File: config.mk
export PLATFORM = sky130hd
export DESIGN_NAME = immgen_queue
export DESIGN_NICKNAME = d
export VERILOG_FILES = /design/src/rtl/immgen_queue_pkg.sv /design/src/rtl/immgen_core.sv /design/src/rtl/immgen_queue.sv
export SDC_FILE = /design/constraint.sdc
export NUM_CORES = 1
export LEC_CHECK = 0
export CAP_MARGIN = 20
export CELL_PAD_IN_SITES_DETAIL_PLACEMENT = 1
export CELL_PAD_IN_SITES_GLOBAL_PLACEMENT = 1
export CORE_ASPECT_RATIO = 1.75
export CORE_UTILIZATION = 40
export DETAILED_ROUTE_END_ITERATION = 12
export GPL_ROUTABILITY_DRIVEN = 0
export PLACE_DENSITY_LB_ADDON = 0.1
export SLEW_MARGIN = 10
export SYNTH_ARGS = -nofsm -noshare
export SYNTH_HDL_FRONTEND = slang
export SYNTH_SLANG_ARGS = --single-unit
export TNS_END_PERCENT = 20
File: constraint.sdc
create_clock -name clk -period 4.45 [get_ports clk]
set_input_delay 0.6675 -clock clk [delete_from_list [all_inputs] [get_ports clk]]
set_output_delay 0.6675 -clock clk [all_outputs]
set_load 0.1 [all_outputs]
File: src/rtl/immgen_queue_pkg.sv
// Shared types and opcode constants for the decode-side immediate queue.
package immgen_queue_pkg;

  typedef enum logic [2:0] {
    FMT_NONE = 3'd0,
    FMT_I    = 3'd1,
    FMT_S    = 3'd2,
    FMT_B    = 3'd3,
    FMT_U    = 3'd4,
    FMT_J    = 3'd5,
    FMT_Z    = 3'd6,
    FMT_R    = 3'd7
  } imm_fmt_t;

  localparam logic [6:0] OPC_LUI       = 7'b0110111;
  localparam logic [6:0] OPC_AUIPC     = 7'b0010111;
  localparam logic [6:0] OPC_JAL       = 7'b1101111;
  localparam logic [6:0] OPC_JALR      = 7'b1100111;
  localparam logic [6:0] OPC_LOAD      = 7'b0000011;
  localparam logic [6:0] OPC_OP_IMM    = 7'b0010011;
  localparam logic [6:0] OPC_OP_IMM_32 = 7'b0011011;
  localparam logic [6:0] OPC_STORE     = 7'b0100011;
  localparam logic [6:0] OPC_BRANCH    = 7'b1100011;
  localparam logic [6:0] OPC_OP        = 7'b0110011;
  localparam logic [6:0] OPC_OP_32     = 7'b0111011;
  localparam logic [6:0] OPC_SYSTEM    = 7'b1110011;

  // funct3 values that turn an OP-IMM into a shift (slli / srli / srai)
  localparam logic [2:0] F3_SLL     = 3'b001;
  localparam logic [2:0] F3_SRL_SRA = 3'b101;

endpackage

File: src/rtl/immgen_core.sv
// Combinational instruction classifier and XLEN-wide immediate builder.
module immgen_core
  import immgen_queue_pkg::*;
#(
  parameter int XLEN = 64
) (
  input  logic [31:0]     instr,
  output imm_fmt_t        fmt,
  output logic [XLEN-1:0] imm,
  output logic            illegal
);

  function automatic logic [XLEN-1:0] sext32(input logic signed [31:0] v);
    logic [XLEN-1:0] r;
    r = {XLEN{v[31]}};
    r[31:0] = v;
    return r;
  endfunction

  function automatic logic [XLEN-1:0] zext6(input logic [5:0] v);
    logic [XLEN-1:0] r;
    r = '0;
    r[5:0] = v;
    return r;
  endfunction

  logic [6:0]         opcode;
  logic [2:0]         funct3;
  logic               is_shift;
  logic signed [31:0] imm_i;
  logic signed [31:0] imm_s;
  logic signed [31:0] imm_b;
  logic signed [31:0] imm_u;
  logic signed [31:0] imm_j;
  logic [5:0]         shamt_w;

  assign opcode   = instr[6:0];
  assign funct3   = instr[14:12];
  assign is_shift = (funct3 == F3_SLL) || (funct3 == F3_SRL_SRA);
  assign imm_i    = {{20{instr[31]}}, instr[31:20]};
  assign imm_s    = {{20{instr[31]}}, instr[31:25], instr[11:7]};
  assign imm_b    = {{19{instr[31]}}, instr[31], instr[7], instr[30:25], instr[11:8], 1'b0};
  assign imm_u    = {instr[31:12], 12'b0};
  assign imm_j    = {{11{instr[31]}}, instr[31], instr[19:12], instr[20], instr[30:21], 1'b0};
  // bit 25 of the shift amount is only meaningful on a 64-bit datapath
  assign shamt_w  = (XLEN == 64) ? instr[25:20] : {1'b0, instr[24:20]};

  // Opcode decode selects the format and the matching immediate layout.
  always_comb begin
    fmt     = FMT_NONE;
    imm     = '0;
    illegal = 1'b0;
    case (opcode)
      OPC_LUI, OPC_AUIPC: begin
        fmt = FMT_U;
        imm = sext32(imm_u);
      end
      OPC_JAL: begin
        fmt = FMT_J;
        imm = sext32(imm_j);
      end
      OPC_JALR, OPC_LOAD: begin
        fmt = FMT_I;
        imm = sext32(imm_i);
      end
      OPC_OP_IMM: begin
        fmt = FMT_I;
        imm = is_shift ? zext6(shamt_w) : sext32(imm_i);
      end
      OPC_OP_IMM_32: begin
        fmt = FMT_I;
        imm = is_shift ? zext6({1'b0, instr[24:20]}) : sext32(imm_i);
      end
      OPC_STORE: begin
        fmt = FMT_S;
        imm = sext32(imm_s);
      end
      OPC_BRANCH: begin
        fmt = FMT_B;
        imm = sext32(imm_b);
      end
      OPC_OP, OPC_OP_32: begin
        fmt = FMT_R;
      end
      OPC_SYSTEM: begin
        if (funct3[2]) begin
          fmt = FMT_Z;
          imm = zext6({1'b0, instr[19:15]});
        end else begin
          fmt = FMT_I;
          imm = sext32(imm_i);
        end
      end
      default: begin
        illegal = 1'b1;
      end
    endcase
  end

endmodule

File: src/rtl/immgen_queue.sv
// Immediate generator feeding a small valid/ready FIFO between fetch and decode.
module immgen_queue
  import immgen_queue_pkg::*;
#(
  parameter int XLEN  = 64,
  parameter int DEPTH = 2
) (
  input  logic            clk,
  input  logic            resetn,
  input  logic            flush,
  input  logic            in_valid,
  output logic            in_ready,
  input  logic [31:0]     in_instr,
  input  logic [XLEN-1:0] in_pc,
  output logic            out_valid,
  input  logic            out_ready,
  output logic [31:0]     out_instr,
  output logic [XLEN-1:0] out_pc,
  output imm_fmt_t        out_fmt,
  output logic [XLEN-1:0] out_imm,
  output logic            out_illegal
);

  localparam int AW = (DEPTH > 1) ? $clog2(DEPTH) : 1;
  localparam int CW = $clog2(DEPTH + 1);

  logic [31:0]     mem_instr [DEPTH];
  logic [XLEN-1:0] mem_pc    [DEPTH];
  imm_fmt_t        mem_fmt   [DEPTH];
  logic [XLEN-1:0] mem_imm   [DEPTH];
  logic            mem_ill   [DEPTH];

  logic [AW-1:0] wr_ptr;
  logic [AW-1:0] rd_ptr;
  logic [CW-1:0] count;

  imm_fmt_t        dec_fmt;
  logic [XLEN-1:0] dec_imm;
  logic            dec_ill;
  logic            enq;
  logic            deq;

  immgen_core #(.XLEN(XLEN)) u_core (
    .instr   (in_instr),
    .fmt     (dec_fmt),
    .imm     (dec_imm),
    .illegal (dec_ill)
  );

  assign in_ready    = (count != CW'(DEPTH));
  assign out_valid   = (count != '0);
  assign enq         = in_valid & in_ready;
  assign deq         = out_valid & out_ready;

  assign out_instr   = mem_instr[rd_ptr];
  assign out_pc      = mem_pc[rd_ptr];
  assign out_fmt     = mem_fmt[rd_ptr];
  assign out_imm     = mem_imm[rd_ptr];
  assign out_illegal = mem_ill[rd_ptr];

  // Pointer and occupancy tracking; flush empties the queue and outranks handshakes.
  always_ff @(posedge clk or negedge resetn) begin
    if (!resetn) begin
      wr_ptr <= '0;
      rd_ptr <= '0;
      count  <= '0;
    end else if (flush) begin
      wr_ptr <= '0;
      rd_ptr <= '0;
      count  <= '0;
    end else begin
      if (enq) wr_ptr <= wr_ptr + 1'b1;
      if (deq) rd_ptr <= rd_ptr + 1'b1;
      case ({enq, deq})
        2'b10:   count <= count + 1'b1;
        2'b01:   count <= count - 1'b1;
        default: count <= count;
      endcase
    end
  end

  // Entry storage: decoded result captured at enqueue, cleared on reset.
  always_ff @(posedge clk or negedge resetn) begin
    if (!resetn) begin
      for (int k = 0; k < DEPTH; k++) begin
        mem_instr[k] <= '0;
        mem_pc[k]    <= '0;
        mem_fmt[k]   <= FMT_NONE;
        mem_imm[k]   <= '0;
        mem_ill[k]   <= 1'b0;
      end
    end else if (enq && !flush) begin
      mem_instr[wr_ptr] <= in_instr;
      mem_pc[wr_ptr]    <= in_pc;
      mem_fmt[wr_ptr]   <= dec_fmt;
      mem_imm[wr_ptr]   <= dec_imm;
      mem_ill[wr_ptr]   <= dec_ill;
    end
  end

endmodule

After elaboration in Yosys (flattened, before gate mapping)
Cells that the tools add are included.
- input port bits: 101
- register bits after elaboration: 332
- reductions and logical operators: 13
- mux-type cells: 41
- add/subtract/negate cells: 4
- eq/ne operators: 17
- bitwise logic cells: 4
- $lt $le $gt $ge: 3
- operators by type and width (cell ; number):
    64-bit two-way mux ; 10
    64-bit case mux with 8 select lines ; 1
    128-bit bitwise mux ; 2
    32-bit two-way mux ; 4
    64-bit bitwise mux ; 1
    64-bit demux with 1-bit select ; 1
    32-bit demux with 1-bit select ; 1
    7-bit by 6-bit equality test with 1-bit output (second input constant) ; 4
    7-bit equality test (second input constant) ; 4
    7-bit by 5-bit equality test with 1-bit output (second input constant) ; 3
    3-bit case mux with 7 select lines ; 1
    3-bit two-way mux ; 5
    12-bit OR reduction ; 1
    1-bit two-way mux ; 9
    7-bit by 2-bit equality test with 1-bit output (second input constant) ; 1
    6-bit bitwise mux ; 1
    2-bit nonzero test ; 3
    2-bit OR reduction ; 3
    2-bit greater-or-equal comparator (second input constant) ; 2
    1-bit NOT with 2-bit output ; 2
    2-bit case mux with 2 select lines ; 1
    4-bit OR reduction ; 1
    3-bit demux with 1-bit select ; 1
    3-bit by 1-bit equality test with 1-bit output (second input constant) ; 1
    other kinds (16) ; 19

Logic depth before layout (Yosys ltp)
- depth in word-level cells: 6
- mapped depth: 8
- gate-level depth less buffers: 5

Modules after synthesis
A second synthesis with hierarchy kept.
- cell total of the unflattened synthesis: 1049
- area total of the unflattened synthesis: 15427.3 um2
- modules (own cells, without submodules) (module ; cells an instance ; times used ; area each (um2)):
    immgen_queue ; 899 ; 1 ; 14366.3
    immgen_core ; 150 ; 1 ; 1061.0

Worst setup path after synthesis
OpenSTA, ideal clock, no wires.
- kind: register -> output
- from: reg rd_ptr
- to: out out_imm[32]
- data required time: 3.783 ns
- slack: 1.653 ns
- arrival time: 2.129 ns
- stages on the path, launching flop included: 5
- cells stage by stage: dfrtp_1 -> clkbuf_1 -> clkbuf_1 -> mux2_2 -> buf_4
- word-level cells in the longest chain between the ends: 4
- ends and longest elaborated chain (what ; RTL line ; RTL):
    start, declared ; immgen_queue.sv:34 ; logic [AW-1:0] rd_ptr;
    start signal, assigned ; immgen_queue.sv:73 ; if (deq) rd_ptr <= rd_ptr + 1'b1;
    1-bit NOT with 2-bit output (implied by the code) ; immgen_queue.sv:58 ; assign out_imm = mem_imm[rd_ptr];
    64-bit two-way mux (implied by the code) (3 in series) ; immgen_queue.sv:58 ;
    end, declared ; immgen_queue.sv:20 ; output logic [XLEN-1:0] out_imm,
Every way passes these cells. The select of a mux whose other input is x is not followed.

Worst setup path in the final report
- from: reg rd_ptr
- to: out out_imm[4]
Same word-level chain as after synthesis.

==> results by group <==
Power
  – Maximum VDD drop: 0.000316 V
  – Static leakage: 0.00761 uW
  – Power per cell area: 603 nW/um2
  – PnR Total Power: 9410 uW

Routing
  – Post-DR wirelength/cell: 19.2 um
  – DR DRC count: 0
  – First DRT Iteration DRCs: 390
  – Number of iterations in the first detailed-routing pass: 4
  – Routed Antenna Nets: 0
  – Routed wire length: 37000 um
  – DR vias: 9855
  – Vias per Instance: 5.12

Floorplanning
  – Rows: 84
  – Core ar.: 30200 um2
  – Die width: 135 um
  – Ports: 267
  – DIE AREA: 31500 um2
  – DIE HEIGHT: 234 um
  – Initial Utilization: 40.8%

Synthesis
  – Seq cells post-synth: 268
  – Mapped Area: 12300 um2
  – Largest family of logic cells by synthesized area: simple AND/OR/NAND/NOR gates
  – Yosys top cell area share: 54.5%
  – XOR/XNOR Fraction of Synth Area: 0.142%
  – Synth Area in Compound Gates: 5.48%
  – Synth Area in Simple Gates: 22.1%
  – Most frequent cell after synthesis: nand2_1
  – Fraction of synthesized area in multiplexers: 12.3%
  – Synth unique cells: 44
  – Post-synth top area cell: dfrtp_1
  – Most used DFF post-synth: dfrtp_1
  – Register area share after synthesis: 54.5%
  – Cell count after synthesis: 1325
  – Synth area leaders: dfrtp_1 (55%), nand2_1 (18%), mux2_2 (12%)
  – Ys Warns: 0
  – Syn_area_per_cell: 9.28 um2
  – Commonest cells post-synth: nand2_1 (598), dfrtp_1 (268), mux2_2 (134)
  – Asr flop ratio synth: 100%
  – EDFF count, synth: 0
  – Post-Syn Nets: 1426
  – Adder-cell share of the synthesized area: 0.0814%

Clock tree
  – Cts bufs inserted: 27
  – H-tree level count: 1
  – # hold bufs at CTS: 0
  – Max clock buf depth: 3
  – Clk slew on worst S/H paths: 0.06 ns
  – CTS tree: done
  – CTS root buffer: clkbuf_16
  – Clock Sinks: 268
  – Clock latency at the later pin of the worst-skew pair: 0.54 ns
  – Setup Buffers After CTS: 0
  – Post-CTS sizing: 0

GRT
  – First-pass GRT wire length: 58500 um
  – Congestion Overflow GR: 0
  – Overall routing resource usage: 24.1%
  – Vias in the first global route: 10500
  – Initial antenna violation count: 1
  – Largest net degree at the start of global routing: 109

Timing
  – RSZ-0062 raised after global routing: false
  – Final Cycle Share: 84.2%
  – Clock skew: 0.0114 ns
  – Hold Fails Final Rpt: 0
  – Final Setup Violations: 0
  – Max Clock Freq: 267 MHz
  – Least-Margin Pin Slew: 1.02 ns
  – Final WS setup: 0.702 ns
  – Final slew viol count: 0
  – Fin crit period: 3.75 ns
  – Total negative slack: 0 ns
  – Relative slew slack: 31.8%

Setup path
  – Crit Reg-Reg Endpoint: mem_imm[28]
  – Worst path top cell family by delay: buffers and inverters
  – Top cell by count, worst path: buf_4
  – CP peak stage delay: 0.93 ns
  – CP Max Fanout: 61
  – Cells along the critical path: buf_4 > mux2_2 > buf_4
  – Endpoint class of the critical path: primary output
  – Critical Path RT: 3.78 ns
  – Critical path type: flop to primary output
  – Cell depth of the worst flop-to-flop path: 6
  – Register-to-Register Setup Slack: 2.08 ns
  – Startpoint type of the worst setup path: flop
  – CP bufs+invs: 2
  – Reg-to-reg startpoint: count[0]
  – Slowest CP cell: dfrtp_4
  – CP arrival: 3.08 ns

Placement
  – Placed insts: 1881
  – Pre-CTS setup slack: 1.22 ns
  – # port buffers: 266
  – Dpl hpwl: 24700 um

Cells and area
  – Area grow syn2layout: 26.9%
  – Post-Route Utilization: 51.7%
  – Final Non-Filler Cells: 1925
  – Share of cells above drive strength 1: 20.8%
  – Register area: 6710 um2
  – Total Nets Final: 1624
  – Filler cell count: 3476
  – Multi-input gate area in the final layout: 4950 um2

Run
  – Max-cap viol count: 0

Worst hold path
  – HP Class: input pin to asynchronous set/reset pin

Run status
  – Status: complete, no violations
## power breakdown
| group | switching [uW] | internal [uW] | total (uW) |
|---|---|---|---|
| logic | 2900 | 971 | 3870 |
| clock network | 930 | 1320 | 2250 |
| registers | 303 | 2990 | 3300 |
| total | 4130 | 5280 | 9410 |
## how the worst max path moves through the flow
stage	slack [ns]	depth (start not counted)	to	from
finish	0.70	3	out_imm[4]	rd_ptr
global route	0.56	3	out_imm[4]	rd_ptr
CTS	0.63	3	out_imm[4]	rd_ptr
detailed placement	1.22	3	out_imm[4]	rd_ptr
global placement	1.23	3	out_imm[24]	rd_ptr
floorplan	1.65	4	out_imm[32]	rd_ptr
## cell type report
cell class	instances	share of cell area (%)
antenna	1	0.0160
clock buffer	39	5.00
clock inverter	4	0.449
inverter	12	0.289
multi-input combinational	931	31.7
sequential	268	43.0
tap	387	3.10
timing repair buffer	283	16.4
## sequential cells by signal, indices dropped and copies added (netlist names)
signal / flops
rd_ptr: 1
mem_imm: 64
mem_ill: 2
mem_instr: 64
mem_pc: 128
wr_ptr: 1
mem_fmt: 6
count: 2
## cell usage in the layout, fill, tap and decap left out, types with 4 or more instances in the layout
cell / instances
nand2b_1: 6
a31oi_1: 43
o31ai_1: 11
nor2_1: 53
clkbuf_16: 27
buf_12: 5
inv_1: 12
nand2_1: 598
a222oi_1: 4
nand3_1: 5
clkbuf_8: 6
clkbuf_1: 6
dfrtp_1: 267
a21oi_1: 4
nor3_1: 5
clkdlybuf4s50_1: 147
buf_4: 130
mux2_2: 134
o21ai_0: 37
## stage by stage
stage	hold slack (ns)	area, um2
2_1_floorplan	0.372	12300
3_3_place_gp	0.451	14800
3_5_place_dp	0.459	14800
4_1_cts	0.210	15600
5_1_grt	0.224	15600
6_report	0.122	15600
## layer usage
layer  vias up  track usage, %  wire length [um]  share of wire, %
met4         0            9.38              1290               3.5
met2       238            44.7             19800                54
met1      4915            27.7             14300                39
li1       4643               -                 -                 -
met5         -               0                 0                 0
met3        59            3.39              1590               4.3
## kinds of logic after synthesis
| group | count (synthesis) |
|---|---|
| muxes | 134 |
| adders and majority gates | 1 |
| xor gates and xnor gates | 2 |
| DFF | 268 |
| AOI/OAI and AO/OA | 109 |
| and+or+nand+nor | 685 |
| buffers and inverters | 126 |
No activity file was read; power rests on OpenSTA's default activity.
